### config.mk
export PLATFORM = sky130hd
export DESIGN_NAME = radar_frame_parser
export DESIGN_NICKNAME = d
export VERILOG_FILES = /design/src/rtl/radar_frame_parser.sv
export SDC_FILE = /design/constraint.sdc
export NUM_CORES = 1
export LEC_CHECK = 0
export BUFFER_PORTS_ARGS = -buffer_cell sky130_fd_sc_hd__clkbuf_2
export CAP_MARGIN = 20
export CORE_UTILIZATION = 59
export CTS_CLUSTER_SIZE = 40
export DETAILED_ROUTE_END_ITERATION = 10
export PLACE_DENSITY = 0.77
export SETUP_SLACK_MARGIN = 0.2
export SLEW_MARGIN = 10
export SYNTH_ARGS = -nofsm -noshare
export SYNTH_HDL_FRONTEND = slang
export SYNTH_SLANG_ARGS = --single-unit
### constraint.sdc
create_clock -name clk_clk -period 3.91 [get_ports clk_clk]
set_input_delay 0.391 -clock clk_clk [delete_from_list [all_inputs] [get_ports clk_clk]]
set_output_delay 0.391 -clock clk_clk [all_outputs]
set_load 0.01 [all_outputs]
### src/rtl/radar_frame_parser.sv
// Radar serial frame decoder: hunts for AA 55 sync, checks length and XOR
// checksum, applies an inter-byte timeout and publishes speed reports.
module radar_frame_parser #(
    parameter int MAX_LEN     = 8,
    parameter int SPEED_LIMIT = 600,
    parameter int TIMEOUT_CYC = 50000
) (
    input  logic        clk_clk,
    input  logic        reset_reset,
    input  logic [7:0]  from_uart_data,
    input  logic        from_uart_valid,
    input  logic        from_uart_error,
    output logic        from_uart_ready,
    output logic [15:0] speed,
    output logic        direction,
    output logic        over_limit,
    output logic        speed_valid,
    output logic        frame_ok,
    output logic [15:0] ok_count,
    output logic [15:0] err_count
);

    localparam int TW = (TIMEOUT_CYC < 2) ? 1 : $clog2(TIMEOUT_CYC + 1);
    localparam logic [TW-1:0] TMO_LAST = TW'(TIMEOUT_CYC - 1);
    localparam logic [15:0]   LIMIT    = 16'(SPEED_LIMIT);
    localparam logic [7:0]    LEN_MAX  = 8'(MAX_LEN);

    typedef enum logic [2:0] {
        HUNT, SYNC2, TYPE, LEN, PAYLOAD, CHK
    } state_e;

    state_e st_q, st_d;

    logic          ready_q;
    logic [7:0]    type_q, type_d;
    logic [7:0]    len_q, len_d;
    logic [7:0]    idx_q, idx_d;
    logic [7:0]    chk_q, chk_d;
    logic [7:0]    p0_q, p0_d, p1_q, p1_d, p2_q, p2_d;
    logic [TW-1:0] tmo_q, tmo_d;

    logic [15:0]   speed_q, speed_d;
    logic          dir_q, dir_d;
    logic          ovl_q, ovl_d;
    logic          sv_q, fok_q;
    logic [15:0]   okc_q, okc_d, errc_q, errc_d;

    logic beat, good_beat, active, tmo_hit, bad_len, last_byte, chk_match;
    logic cnt_ok, cnt_err, load_spd;

    assign beat      = from_uart_valid && ready_q;
    assign good_beat = beat && !from_uart_error;
    assign active    = (st_q == TYPE) || (st_q == LEN) ||
                       (st_q == PAYLOAD) || (st_q == CHK);
    // An accepted beat in the same cycle as expiry takes priority.
    assign tmo_hit   = active && !beat && (tmo_q == TMO_LAST);
    assign bad_len   = (from_uart_data == 8'h00) || (from_uart_data > LEN_MAX);
    assign last_byte = ((idx_q + 8'd1) == len_q);
    assign chk_match = (chk_q == from_uart_data);

    // ---------------- state register ----------------
    always_ff @(posedge clk_clk or posedge reset_reset) begin
        if (reset_reset) st_q <= HUNT;
        else             st_q <= st_d;
    end

    // ---------------- next-state logic ----------------
    always_comb begin
        st_d = st_q;
        if (beat) begin
            if (from_uart_error) begin
                st_d = HUNT;
            end else begin
                case (st_q)
                    HUNT:    if (from_uart_data == 8'hAA) st_d = SYNC2;
                    SYNC2: begin
                        if (from_uart_data == 8'h55)      st_d = TYPE;
                        else if (from_uart_data == 8'hAA) st_d = SYNC2;
                        else                              st_d = HUNT;
                    end
                    TYPE:    st_d = LEN;
                    LEN:     st_d = bad_len ? HUNT : PAYLOAD;
                    PAYLOAD: if (last_byte) st_d = CHK;
                    CHK:     st_d = HUNT;
                    default: st_d = HUNT;
                endcase
            end
        end else if (tmo_hit) begin
            st_d = HUNT;
        end
    end

    // ---------------- output / event logic ----------------
    always_comb begin
        cnt_ok   = good_beat && (st_q == CHK) && chk_match;
        cnt_err  = tmo_hit
                || (beat && from_uart_error && active)
                || (good_beat && (st_q == LEN) && bad_len)
                || (good_beat && (st_q == CHK) && !chk_match);
        load_spd = cnt_ok && (type_q == 8'h01) && (len_q >= 8'd3);
    end

    // ---------------- frame datapath ----------------
    always_comb begin
        type_d = type_q;
        len_d  = len_q;
        idx_d  = idx_q;
        chk_d  = chk_q;
        p0_d   = p0_q;
        p1_d   = p1_q;
        p2_d   = p2_q;
        if (good_beat) begin
            case (st_q)
                TYPE: begin
                    type_d = from_uart_data;
                    chk_d  = from_uart_data;
                end
                LEN: begin
                    len_d = from_uart_data;
                    idx_d = 8'd0;
                    chk_d = chk_q ^ from_uart_data;
                end
                PAYLOAD: begin
                    chk_d = chk_q ^ from_uart_data;
                    idx_d = idx_q + 8'd1;
                    if (idx_q == 8'd0) p0_d = from_uart_data;
                    if (idx_q == 8'd1) p1_d = from_uart_data;
                    if (idx_q == 8'd2) p2_d = from_uart_data;
                end
                default: ;
            endcase
        end
    end

    always_comb begin
        if (beat || !active || tmo_hit) tmo_d = '0;
        else                            tmo_d = tmo_q + TW'(1);
    end

    always_ff @(posedge clk_clk or posedge reset_reset) begin
        if (reset_reset) begin
            ready_q <= 1'b0;
            type_q  <= 8'h00;
            len_q   <= 8'h00;
            idx_q   <= 8'h00;
            chk_q   <= 8'h00;
            p0_q    <= 8'h00;
            p1_q    <= 8'h00;
            p2_q    <= 8'h00;
            tmo_q   <= '0;
        end else begin
            ready_q <= 1'b1;
            type_q  <= type_d;
            len_q   <= len_d;
            idx_q   <= idx_d;
            chk_q   <= chk_d;
            p0_q    <= p0_d;
            p1_q    <= p1_d;
            p2_q    <= p2_d;
            tmo_q   <= tmo_d;
        end
    end

    // ---------------- published results ----------------
    always_comb begin
        speed_d = speed_q;
        dir_d   = dir_q;
        ovl_d   = ovl_q;
        if (load_spd) begin
            speed_d = {p1_q, p2_q};
            dir_d   = p0_q[0];
            ovl_d   = ({p1_q, p2_q} > LIMIT);
        end
        okc_d  = (cnt_ok  && okc_q  != 16'hFFFF) ? okc_q  + 16'd1 : okc_q;
        errc_d = (cnt_err && errc_q != 16'hFFFF) ? errc_q + 16'd1 : errc_q;
    end

    always_ff @(posedge clk_clk or posedge reset_reset) begin
        if (reset_reset) begin
            speed_q <= 16'h0000;
            dir_q   <= 1'b0;
            ovl_q   <= 1'b0;
            sv_q    <= 1'b0;
            fok_q   <= 1'b0;
            okc_q   <= 16'h0000;
            errc_q  <= 16'h0000;
        end else begin
            speed_q <= speed_d;
            dir_q   <= dir_d;
            ovl_q   <= ovl_d;
            sv_q    <= load_spd;
            fok_q   <= cnt_ok;
            okc_q   <= okc_d;
            errc_q  <= errc_d;
        end
    end

    assign from_uart_ready = ready_q;
    assign speed           = speed_q;
    assign direction       = dir_q;
    assign over_limit      = ovl_q;
    assign speed_valid     = sv_q;
    assign frame_ok        = fok_q;
    assign ok_count        = okc_q;
    assign err_count       = errc_q;

endmodule
## Yosys cells after proc, flatten, opt, wreduce, memory -nomap -nowiden

Cells that the tools add are included.

| cells by class | value |
|---|---|
| bitwise logic cells | 1 |
| divide/modulo/power cells | 0 |
| shift-type cells | 0 |
| mux-type cells | 12 |
| $lt $le $gt $ge | 3 |
| add/subtract/negate cells | 4 |
| multipliers | 0 |
| equal/unequal tests | 17 |
| reductions and logical operators | 43 |

Operator list:

| operator | count |
|---|---|
| 16-bit by 1-bit adder with 16-bit output, second input constant | 3 |
| 16-bit inequality test, second input constant | 2 |
| 8-bit case mux with 2 select lines | 2 |
| 3-bit 2-to-1 mux | 6 |
| 16-bit == test, second input constant | 1 |
| 8-bit by 1-bit == test with 1-bit output, second input constant | 2 |
| 8-bit == test | 2 |
| 16-bit by 10-bit greater-than comparator with 1-bit output, second input constant | 1 |
| 8-bit logical NOT | 2 |
| 16-bit 2-to-1 mux | 1 |
| 1-bit logical AND | 15 |
| 3-bit case mux with 5 select lines | 1 |
| 3-bit AND reduction | 4 |
| 1-bit logical OR | 9 |
| 8-bit by 1-bit adder with 8-bit output, second input constant | 1 |
| 8-bit by 2-bit == test with 1-bit output, second input constant | 1 |
| 8-bit by 7-bit == test with 1-bit output, second input constant | 1 |
| 8-bit == test, second input constant | 1 |
| 8-bit by 2-bit greater-or-equal comparator with 1-bit output, second input constant | 1 |
| 8-bit by 4-bit greater-than comparator with 1-bit output, second input constant | 1 |
| 4-bit inequality test, second input constant | 2 |
| 2-bit AND reduction | 4 |
| 8-bit XOR | 1 |
| 3-bit by 2-bit == test with 1-bit output, second input constant | 2 |
| 8 further kinds | 14 |

| storage, ports and cells | value |
|---|---|
| bits of input ports | 12 |
| flip-flop bits (word level) | 121 |
| bits in writable memories | 0 |
| bits in latches | 0 |
| output and inout port bits | 53 |
| bits in read-only memories | 0 |
| memories kept | 0 |
| word-level logic and storage cells | 97 |

## Longest topological paths before layout

Gate-level depths: netlist (run 1).

| depth | value |
|---|---|
| word-level depth | 10 |
| gate-level depth with buffers | 9 |
| mapped depth without buffers | 8 |

## Worst setup path before layout (run 1)

No wires, ideal clock.

| timing path | value |
|---|---|
| path type | reg2reg |
| start | reg idx_q[0] |
| end | reg st_q[2] |
| period minus slack after synthesis | 2.228 ns |
| slack | 1.682 ns |
| buffers on the path | 0 |
| setup time | 0.125 ns |
| cell stages (with the launch flop) | 8 |
| arrival time | 2.104 ns |
| data required time | 3.785 ns |
| cell sequence | dfrtp_1 ha_1 and3_1 and3_1 o41ai_1 o2111ai_1 a21boi_0 mux2_2 |

| between the ends | value |
|---|---|
| word-level cells in the longest chain between the ends | 4 |

RTL lines:

| item | line | text |
|---|---|---|
| from (decl) | 37 | `logic [7:0] idx_q, idx_d;` |
| from (signal assigned) | 155 | `idx_q <= idx_d;` |
| 8-bit by 1-bit adder with 8-bit output | 58 | `assign last_byte = ((idx_q + 8'd1) == len_q);` |
| 8-bit == test | 58 |  |
| 4-bit inequality test (no source line) | -- |  |
| 3-bit AND reduction (no source line) | -- |  |
| to (signal assigned) | 64 | `else st_q <= st_d;` |
| to (decl) | 32 | `state_e st_q, st_d;` |

Every way passes these cells.
A chain may end at the register's enable or synchronous reset.

## Worst setup path in the final report (run 1)

Ends and elaborated chain as after synthesis.

==> results of run 1 <==
[metal layers]
layer  up-vias  share of wire  GRT usage
met2       177           0.50      0.425
met4         0          0.025      0.138
met3        30          0.056     0.0560
li1       2107              -          -
met1      2231           0.42      0.322
met5         -              0          0
[logic make-up after synthesis]
kind of cell,after synthesis,synth area share
multiplexers,54,0.110
AO/OA/AOI/OAI,75,0.0830
adder cells (fa/ha/maj),7,0.0144
buffers and inverters,32,0.0292
XOR/XNOR,60,0.0863
flip-flops,121,0.497
AND/OR/NAND/NOR,197,0.179
other,1,0.000616
[power by group through the flow]
stage	clock, mW	sequential [mW]	combinational, mW
2_1_floorplan	0	1.28	0.0508
3_3_place_gp	0	1.29	0.0685
3_5_place_dp	0	1.29	0.0706
4_1_cts	1.82	1.26	0.0713
5_1_grt	1.87	1.26	0.0821
6_report	1.80	1.26	0.0734
[layout by cell type (no fill, tap or decap), types with 3 or more instances in the layout]
cell,instances
mux2_4,16
o31ai_1,5
mux2_2,36
nor4_1,5
nand2b_1,4
o2111ai_1,3
o22ai_1,16
o21ai_0,13
dfrtp_1,121
or4_1,3
clkbuf_2,64
and4_1,8
xor2_1,22
nor3_1,10
and3_1,10
a221oi_1,8
a21oi_1,14
and2_1,10
buf_4,3
xnor2_1,38
ha_1,7
bufinv_16,7
nor3b_1,3
nand4_1,15
inv_1,6
nor2_1,36
nand3_1,25
nand2_1,48
clkbuf_16,16
[cells in the mapped netlist (all sizes together) (8+ instances only)]
cell type,count
and3,10
mux2,54
nor3,10
dfrtp,121
nand3,25
o21ai,13
o22ai,16
buf,17
nor2,37
xor2,22
a221oi,8
xnor2,38
a21oi,14
nand4,15
and2,10
and4,8
nand2,50
[worst paths after layout]
path,endpoint,startpoint,cells after the start
min in group asynchronous,chk_q[0],reset_reset,3
max in group asynchronous,p2_q[5],reset_reset,5
worst min-delay path,tmo_q[2],from_uart_valid,4
worst min register to register,over_limit,over_limit,2
worst max register to register,st_q[2],idx_q[0],7
worst max-delay path,st_q[2],idx_q[0],7
[registers in the layout (all words and copies together), names as in the netlist, 3 cells and up]
| name | flops |
|---|---|
| err_count | 16 |
| ok_count | 16 |
| speed | 16 |
| tmo_q | 16 |
| chk_q | 8 |
| idx_q | 8 |
| len_q | 8 |
| p1_q | 8 |
| p2_q | 8 |
| type_q | 8 |
| st_q | 3 |
[tightest hold or removal path, stage by stage]
cell,delay [ps]
clkbuf_2,130
nand2_1,100
o21ai_0,140
nor2_1,60
[per-stage QoR]
step                 util  hold slack [ps]  setup WS (ps)  area [sq um]
floorplan               -              452            305          6090
global placement    0.651              462           1430          6450
detailed placement  0.651              472           1370          6450
CTS                 0.720              121           1370          7130
global route        0.723              359           1140          7160
finish              0.723              338           1320          7160
[area by class of cell]
type,count,area [sq um]
Clock buffer,20,435
Clock inverter,12,245
Fill cell,681,2750
Inverter,8,32.5
Multi-Input combinational cell,394,2880
Sequential cell,121,3030
Tap cell,133,166
Timing Repair Buffer,69,373
[repair_timing]
| action | in CTS | in global routing |
|---|---|---|
| endpoints found under the setup margin | 0 | 0 |
| hold buffers | 0 | 1 |
| hold endpoints to repair | 0 | 36 |
==> results.sh, run 1 <==
export IMPL_status="completed"
export IMPL_p_int_mw=2.52
export IMPL_cp_slowest_stage_delay_ps=460
export IMPL_wl_per_cell_um=17.2
export IMPL_drv_cap=0
export IMPL_clk_path_buf_depth=2
export IMPL_synth_top_cell_by_area="dfrtp_1"
export IMPL_post_cts_buffers=0
export IMPL_swShare=0.197
export IMPL_max_freq_ghz=0.386
export IMPL_synth_edf_count=0
export IMPL_vias=4545
export IMPL_relSlewSlack=0.432
export IMPL_grt_pass1_vias=4548
export IMPL_dieArea_sq_mm=0.0107
export IMPL_peakVddDrop_mv=0.230
export IMPL_firstDrtPassIters=4
export IMPL_end_kind="register"
export IMPL_crit_fanout=8
export IMPL_post_route_min_period_ps=2590
export IMPL_path_cells="ha_1, and3_1, and3_1, o41ai_1, o2111ai_1, a21boi_0, mux2_2"
export IMPL_final_nets=630
export IMPL_antenna_found_initial=0
export IMPL_io_pin_count=65
export IMPL_worstSetupPathType="register to register"
export IMPL_crit_buf_inv=0
export IMPL_hold_path_class="input port to register"
export IMPL_overflow=0
export IMPL_drive_above_1_share=0.258
export IMPL_viasPerCell=6.00
export IMPL_wirelength_um=13000
export IMPL_dp_cells=723
export IMPL_crit_slowest_cell="dfrtp_1"
export IMPL_ant_nets=0
export IMPL_root_buffer="clkbuf_8"
export IMPL_netlist_instances=547
export IMPL_portBuffers=64
export IMPL_timing_final_hold_violations=0
export IMPL_clk_insertion_delay_late_ps=520
export IMPL_ys_seq_elements=121
export IMPL_power_switching_mw=0.620
export IMPL_power_mw=3.14
export IMPL_synthDistinctLibCells=63
export IMPL_static_leakage_power_nw=3.50
export IMPL_hpwlAfterDp_um=8570
export IMPL_crit_required_ps=4310
export IMPL_grt_usage=0.259
export IMPL_h_tree_depth=4
export IMPL_netlist_area_leader_share=0.497
export IMPL_power_density_mw_per_mm2=438
export IMPL_cp_top_family="compound AO/OA/AOI/OAI gates"
export IMPL_coreArea_sq_mm=0.00991
export IMPL_rows=36
export IMPL_setup_violations=0
export IMPL_setup_tns_ps=0
export IMPL_final_cells=757
export IMPL_tightest_slew_ps=848
export IMPL_cp_arrival_ps=2990
export IMPL_die_h_um=104
export IMPL_globalplace_congestion=0.854
export IMPL_cp_common_cell="and3_1"
export IMPL_pwr_share_seq=0.403
export IMPL_drc=0
export IMPL_clock_sinks=121
export IMPL_syn_to_final_growth_pct=17.7
export IMPL_ys_top_cells_by_area="dfrtp_1 50%, mux2_2 6.7%, xnor2_1 5.5%, mux2_4 3.9%, xor2_1 3.2%"
export IMPL_grt_max_degree=81
export IMPL_synth_nets=566
export IMPL_drv_slew=0
export IMPL_grt_pass1_wl_um=22000
export IMPL_initial_utilization=0.614
export IMPL_antenna_cells=0
export IMPL_cts_made_buffers=17
export IMPL_power_frac_comb=0.023
export IMPL_finalCritPeriodShare=0.663
export IMPL_die_width_um=104
export IMPL_cts_resized=0
export IMPL_ys_async_sr_fraction=1.00
export IMPL_skew_ps=8.93
export IMPL_synth_avg_cell_area_sq_um=11.1
export IMPL_rsz0062_at_grt="no"
export IMPL_pwr_share_clk=0.574
export IMPL_cts_reportedPaths_clkPinSlew_ps=60
export IMPL_yosys_warnings=0
export IMPL_critPathLaunchType="register"
export IMPL_synth_top_flop_cell="dfrtp_1"
export IMPL_syn_area_sq_mm=0.00609
export IMPL_drt_iter0_markers=201
export IMPL_ys_seq_area_frac=0.497
export IMPL_cts_tree="yes"
export IMPL_rrSetupSlack_ps=1320
(Power assumes the default switching activity.)
==> inputs of run 2 (changes only) <==
- CORE_UTILIZATION: 59 -> 53
- PLACE_DENSITY: 0.77 -> 0.73
- clock period: 3.91 -> 2.24 ns (I/O delays scaled with it)
==> results.sh, run 2 (synthesis results as in run 1) <==
export IMPL_status="completed"
export IMPL_crit_required_ps=2540
export IMPL_layout_common_cells="112 x dfrtp_1, 64 x clkbuf_2, 44 x nand2_1, 40 x buf_4, 36 x nor2_1"
export IMPL_timing_final_hold_violations=0
export IMPL_firstDrtPassIters=5
export IMPL_final_cells=806
export IMPL_viasPerCell=5.84
export IMPL_layout_commonest_cell="dfrtp_1"
export IMPL_setup_tns_ps=0
export IMPL_rsz0062_at_grt="yes"
export IMPL_path_cells="nor4bb_2, nand4b_1, o22a_1, o211ai_1, buf_4, buf_12, nand3_4, xnor2_2"
export IMPL_worstSetupPathType="register to register"
export IMPL_vias=4710
export IMPL_post_route_min_period_ps=2140
export IMPL_clk_insertion_delay_late_ps=420
export IMPL_grt_usage=0.240
export IMPL_root_buffer="clkbuf_16"
export IMPL_dp_cells=750
export IMPL_hpwlAfterDp_um=8700
export IMPL_place_ws_ps=-9.94
export IMPL_die_width_um=109
export IMPL_cp_arrival_ps=2440
export IMPL_fillers=793
export IMPL_drv_slew=0
export IMPL_rows=38
export IMPL_crit_fanout=6
export IMPL_initial_utilization=0.552
export IMPL_crit_slowest_cell="dfrtp_1"
export IMPL_overflow=0
export IMPL_drive_above_1_share=0.362
export IMPL_grt_max_degree=63
export IMPL_static_leakage_power_nw=3.79
export IMPL_grt_pass1_wl_um=21600
export IMPL_wl_per_cell_um=16.9
export IMPL_die_h_um=109
export IMPL_drc=0
export IMPL_cts_reportedPaths_clkPinSlew_ps=50
export IMPL_met3_length_um=734
export IMPL_top_layer_used="met4"
export IMPL_peakVddDrop_mv=0.665
export IMPL_setup_violations=0
export IMPL_finalCritPeriodShare=0.954
export IMPL_cp_slowest_stage_delay_ps=410
export IMPL_max_freq_ghz=0.468
export IMPL_dieArea_sq_mm=0.0119
export IMPL_hold_path_class="input port to register"
export IMPL_routed_wl_met2_um=6670
export IMPL_ant_nets=0
export IMPL_power_density_mw_per_mm2=664
export IMPL_setup_ws_ps=104
export IMPL_coreArea_sq_mm=0.0110
export IMPL_drt_iter0_markers=269
export IMPL_power_mw=5.10
export IMPL_critPathLaunchType="register"
export IMPL_grt_pass1_vias=4468
export IMPL_skew_ps=6.71
export IMPL_end_kind="register"
export IMPL_cts_made_buffers=17
export IMPL_final_nets=673
export IMPL_syn_to_final_growth_pct=26.2
export IMPL_portBuffers=64
export IMPL_clock_sinks=121
export IMPL_antenna_found_initial=0
export IMPL_io_pin_count=65
export IMPL_wirelength_um=13700
export IMPL_clk_path_buf_depth=2
export IMPL_cts_tree="yes"
export IMPL_h_tree_depth=4
export IMPL_antenna_cells=0
export IMPL_drv_cap=0
export IMPL_globalplace_congestion=0.851
export IMPL_routedLengthMet1_um=6040
-- run 2: cell types whose count changed in the layout (fill, tap and decap cells not counted), sizes merged --
cell | previous run | this run
clkinv | 5 | 4
bufinv | 7 | 3
clkinvlp | 1 | 5
buf | 4 | 47
-- run 2: cell type report --
class | count | area [sq um] | share of cell area
clock buffer | 20 | 447 | 0.0582
multi-input combinational | 394 | 3100 | 0.404
tap | 140 | 175 | 0.0228
timing repair buffer | 112 | 736 | 0.0958
inverter | 8 | 33.8 | 0.00440
sequential | 121 | 3040 | 0.396
clock inverter | 11 | 148 | 0.0192
-- run 2: per-stage QoR --
stage / util / hold WS (ps) / area, sq um
after floorplan: - / 452 / 6110
after global placement: 0.603 / 214 / 6650
after detailed placement: 0.603 / 216 / 6650
after CTS: 0.674 / 177 / 7430
after global routing: 0.696 / 202 / 7680
final: 0.696 / 197 / 7680
-- run 2: power by group --
| group | leakage (nW) | total, mW | internal (mW) | switching (mW) |
|---|---|---|---|---|
| logic | 1.83 | 0.155 | 0.0472 | 0.108 |
| registers | 1.67 | 2.20 | 2.19 | 0.00430 |
| clock network | 0.279 | 2.75 | 1.77 | 0.981 |
-- run 2: worst max-delay path: cells and delay by family (launching register included) --
kind,cells,cell delay [ps]
flip-flops,1,410
XOR/XNOR,1,140
AO/OA/AOI/OAI,2,510
AND/OR/NAND/NOR,3,650
buffers and inverters,2,310
-- run 2: metal layers --
layer / vias to the layer above / track usage
met1: 2330 / 0.297
met5: - / 0
met3: 23 / 0.0801
met4: 0 / 0.0781
met2: 149 / 0.395
li1: 2208 / -
-- run 2: final timing paths --
check,slack [ps],start,endpoint,depth (start not counted)
max,100,tmo_q[5],err_count[7],8
min,200,from_uart_data[3],chk_q[3],3
max reg2reg,100,tmo_q[5],err_count[7],8
min reg2reg,490,ok_count[3],ok_count[3],1
max in group asynchronous,1270,reset_reset,ok_count[12],4
min in group asynchronous,350,reset_reset,chk_q[6],3
-- run 2: timing repair --
| action | CTS | global route |
|---|---|---|
| pin swaps | 13 | 22 |
| setup buffers | 13 | 10 |
| gates resized for setup | 18 | 38 |
| hold buffers | 1 | 0 |
| cloned | 1 | 0 |
| setup endpoints to repair | 39 | 45 |
| endpoints found under the hold margin | 13 | 0 |
==> inputs of run 3 (changes only) <==
--- a/config.mk
+++ b/config.mk
@@ -8,8 +8,8 @@
 export BUFFER_PORTS_ARGS = -buffer_cell sky130_fd_sc_hd__clkbuf_2
 export CAP_MARGIN = 20
-export CORE_UTILIZATION = 53
+export CORE_UTILIZATION = 45
 export CTS_CLUSTER_SIZE = 40
 export DETAILED_ROUTE_END_ITERATION = 10
-export PLACE_DENSITY = 0.73
+export PLACE_DENSITY = 0.63
 export SETUP_SLACK_MARGIN = 0.2
 export SLEW_MARGIN = 10
==> constraint.sdc (replaced) <==
create_clock -name clk_clk -period 2.24 [get_ports clk_clk]
set_input_delay 0.112 -clock clk_clk [delete_from_list [all_inputs] [get_ports clk_clk]]
set_output_delay 0.112 -clock clk_clk [all_outputs]
set_load 0.01 [all_outputs]
==> results.sh, run 3 (synthesis results as in run 1) <==
export IMPL_top_layer_used="met4"
export IMPL_rows=42
export IMPL_reg2reg_depth=7
export IMPL_relSlewSlack=0.580
export IMPL_crit_required_ps=2540
export IMPL_grt_pass1_vias=4643
export IMPL_clock_sinks=121
export IMPL_end_kind="register"
export IMPL_power_density_mw_per_mm2=654
export IMPL_layout_common_cells="113 x dfrtp_1, 63 x clkbuf_2, 50 x buf_4, 48 x nand2_1, 36 x nor2_1"
export IMPL_h_tree_depth=4
export IMPL_vias=4789
export IMPL_post_route_min_period_ps=2110
export IMPL_cts_reportedPaths_clkPinSlew_ps=60
export IMPL_layout_commonest_cell="dfrtp_1"
export IMPL_status="completed"
export IMPL_cp_arrival_ps=2410
export IMPL_worstSetupPathType="register to register"
export IMPL_rsz0062_at_grt="yes"
export IMPL_max_freq_ghz=0.474
export IMPL_crit_fanout=5
export IMPL_drc=0
export IMPL_grt_usage=0.204
export IMPL_drive_above_1_share=0.377
export IMPL_viasPerCell=5.58
export IMPL_wirelength_um=14200
export IMPL_firstDrtPassIters=5
export IMPL_antenna_found_initial=0
export IMPL_timing_final_hold_violations=0
export IMPL_cp_depth=7
export IMPL_power_mw=5.16
export IMPL_final_nets=688
export IMPL_skew_ps=5.32
export IMPL_tightest_slew_ps=626
export IMPL_portBuffers=64
export IMPL_cp_common_cell="and3_4"
export IMPL_hpwlAfterDp_um=9060
export IMPL_globalplace_congestion=0.892
export IMPL_die_width_um=118
export IMPL_met3_length_um=725
export IMPL_cts_tree="yes"
export IMPL_cts_made_buffers=17
export IMPL_setup_tns_ps=0
export IMPL_grt_max_degree=70
export IMPL_dieArea_sq_mm=0.0140
export IMPL_overflow=0
export IMPL_io_pin_count=65
export IMPL_clk_path_buf_depth=2
export IMPL_wl_per_cell_um=16.5
export IMPL_static_leakage_power_nw=3.80
export IMPL_ant_nets=0
export IMPL_root_buffer="clkbuf_16"
export IMPL_peakVddDrop_mv=0.389
export IMPL_path_cells="ha_4, and3_4, and3_4, o41ai_4, o2111ai_2, a21boi_2, mux2_4"
export IMPL_finalCritPeriodShare=0.942
export IMPL_drv_slew=0
export IMPL_hold_path_depth=3
export IMPL_critPathLaunchType="register"
export IMPL_routedLengthMet1_um=5970
export IMPL_grt_pass1_wl_um=22500
export IMPL_hold_path_class="input port to register"
export IMPL_antenna_cells=0
export IMPL_drv_cap=0
export IMPL_die_h_um=118
export IMPL_routed_wl_met2_um=7290
export IMPL_crit_slowest_cell="dfrtp_2"
export IMPL_setup_violations=0
export IMPL_drt_iter0_markers=346
export IMPL_fillers=1109
export IMPL_clk_insertion_delay_late_ps=420
export IMPL_cp_top_family="compound AO/OA/AOI/OAI gates"
export IMPL_coreArea_sq_mm=0.0132
export IMPL_crit_buf_inv=0
export IMPL_syn_to_final_growth_pct=29.4
export IMPL_cp_slowest_stage_delay_ps=450
export IMPL_initial_utilization=0.460
==> run 3: worst reg2reg max path: cells and delay by family, from the launching register on <==
| kind | cells | cell delay, ps |
|---|---|---|
| AO/OA/AOI/OAI | 3 | 670 |
| adder cells (fa/ha/maj) | 1 | 190 |
| flip-flops | 1 | 450 |
| multiplexers | 1 | 310 |
| AND/OR/NAND/NOR | 2 | 380 |
==> run 3: cell type report <==
| cell class | count | area (sq um) | area share |
|---|---|---|---|
| Clock buffer | 18 | 439 | 0.0557 |
| Clock inverter | 14 | 173 | 0.0219 |
| Inverter | 8 | 33.8 | 0.00429 |
| Multi-Input combinational cell | 394 | 3080 | 0.391 |
| Sequential cell | 121 | 3040 | 0.386 |
| Tap cell | 176 | 220 | 0.0279 |
| Timing Repair Buffer | 127 | 896 | 0.114 |
==> run 3: routing by layer <==
metal	vias to the layer above	global-route usage
met5	-	0
met2	153	0.343
met4	0	0.0905
met3	21	0.0473
li1	2222	-
met1	2393	0.249
==> run 3: final timing paths <==
path                                   start         end  slack, ps
min in group asynchronous        reset_reset    chk_q[6]        180
setup reg to reg                    idx_q[1]     st_q[2]        130
setup / recovery                    idx_q[1]     st_q[2]        130
hold reg to reg                   over_limit  over_limit        480
max in group asynchronous        reset_reset    idx_q[0]       1420
hold / removal             from_uart_data[0]    chk_q[0]        120
==> run 3: report_power, final <==
group | switching, mW | internal (mW)
sequential | 0.00557 | 2.19
combinational | 0.110 | 0.0533
clock | 1.02 | 1.78
total | 1.13 | 4.03
==> run 3: repair_timing <==
item / 4_1_cts / 5_1_grt
setup buffers: 8 / 25
hold endpoints to repair: 123 / 0
pin swaps: 7 / 16
resized for setup: 10 / 44
hold buffers: 2 / 0
gates cloned: 0 / 4
setup endpoints to repair: 32 / 59
==> run 3: metrics by stage <==
step | util | instance area (sq um) | cells | setup WS [ps] | hold WS (ps)
4_1_cts | 0.561 | 7430 | 829 | 167 | 98.1
2_1_floorplan | - | 6110 | 547 | 200 | 352
5_1_grt | 0.595 | 7880 | 858 | 51.4 | 138
3_3_place_gp | 0.506 | 6700 | 787 | 84.3 | 57.4
6_report | 0.595 | 7880 | 858 | 129 | 118
3_5_place_dp | 0.506 | 6700 | 787 | 39.4 | 58.8
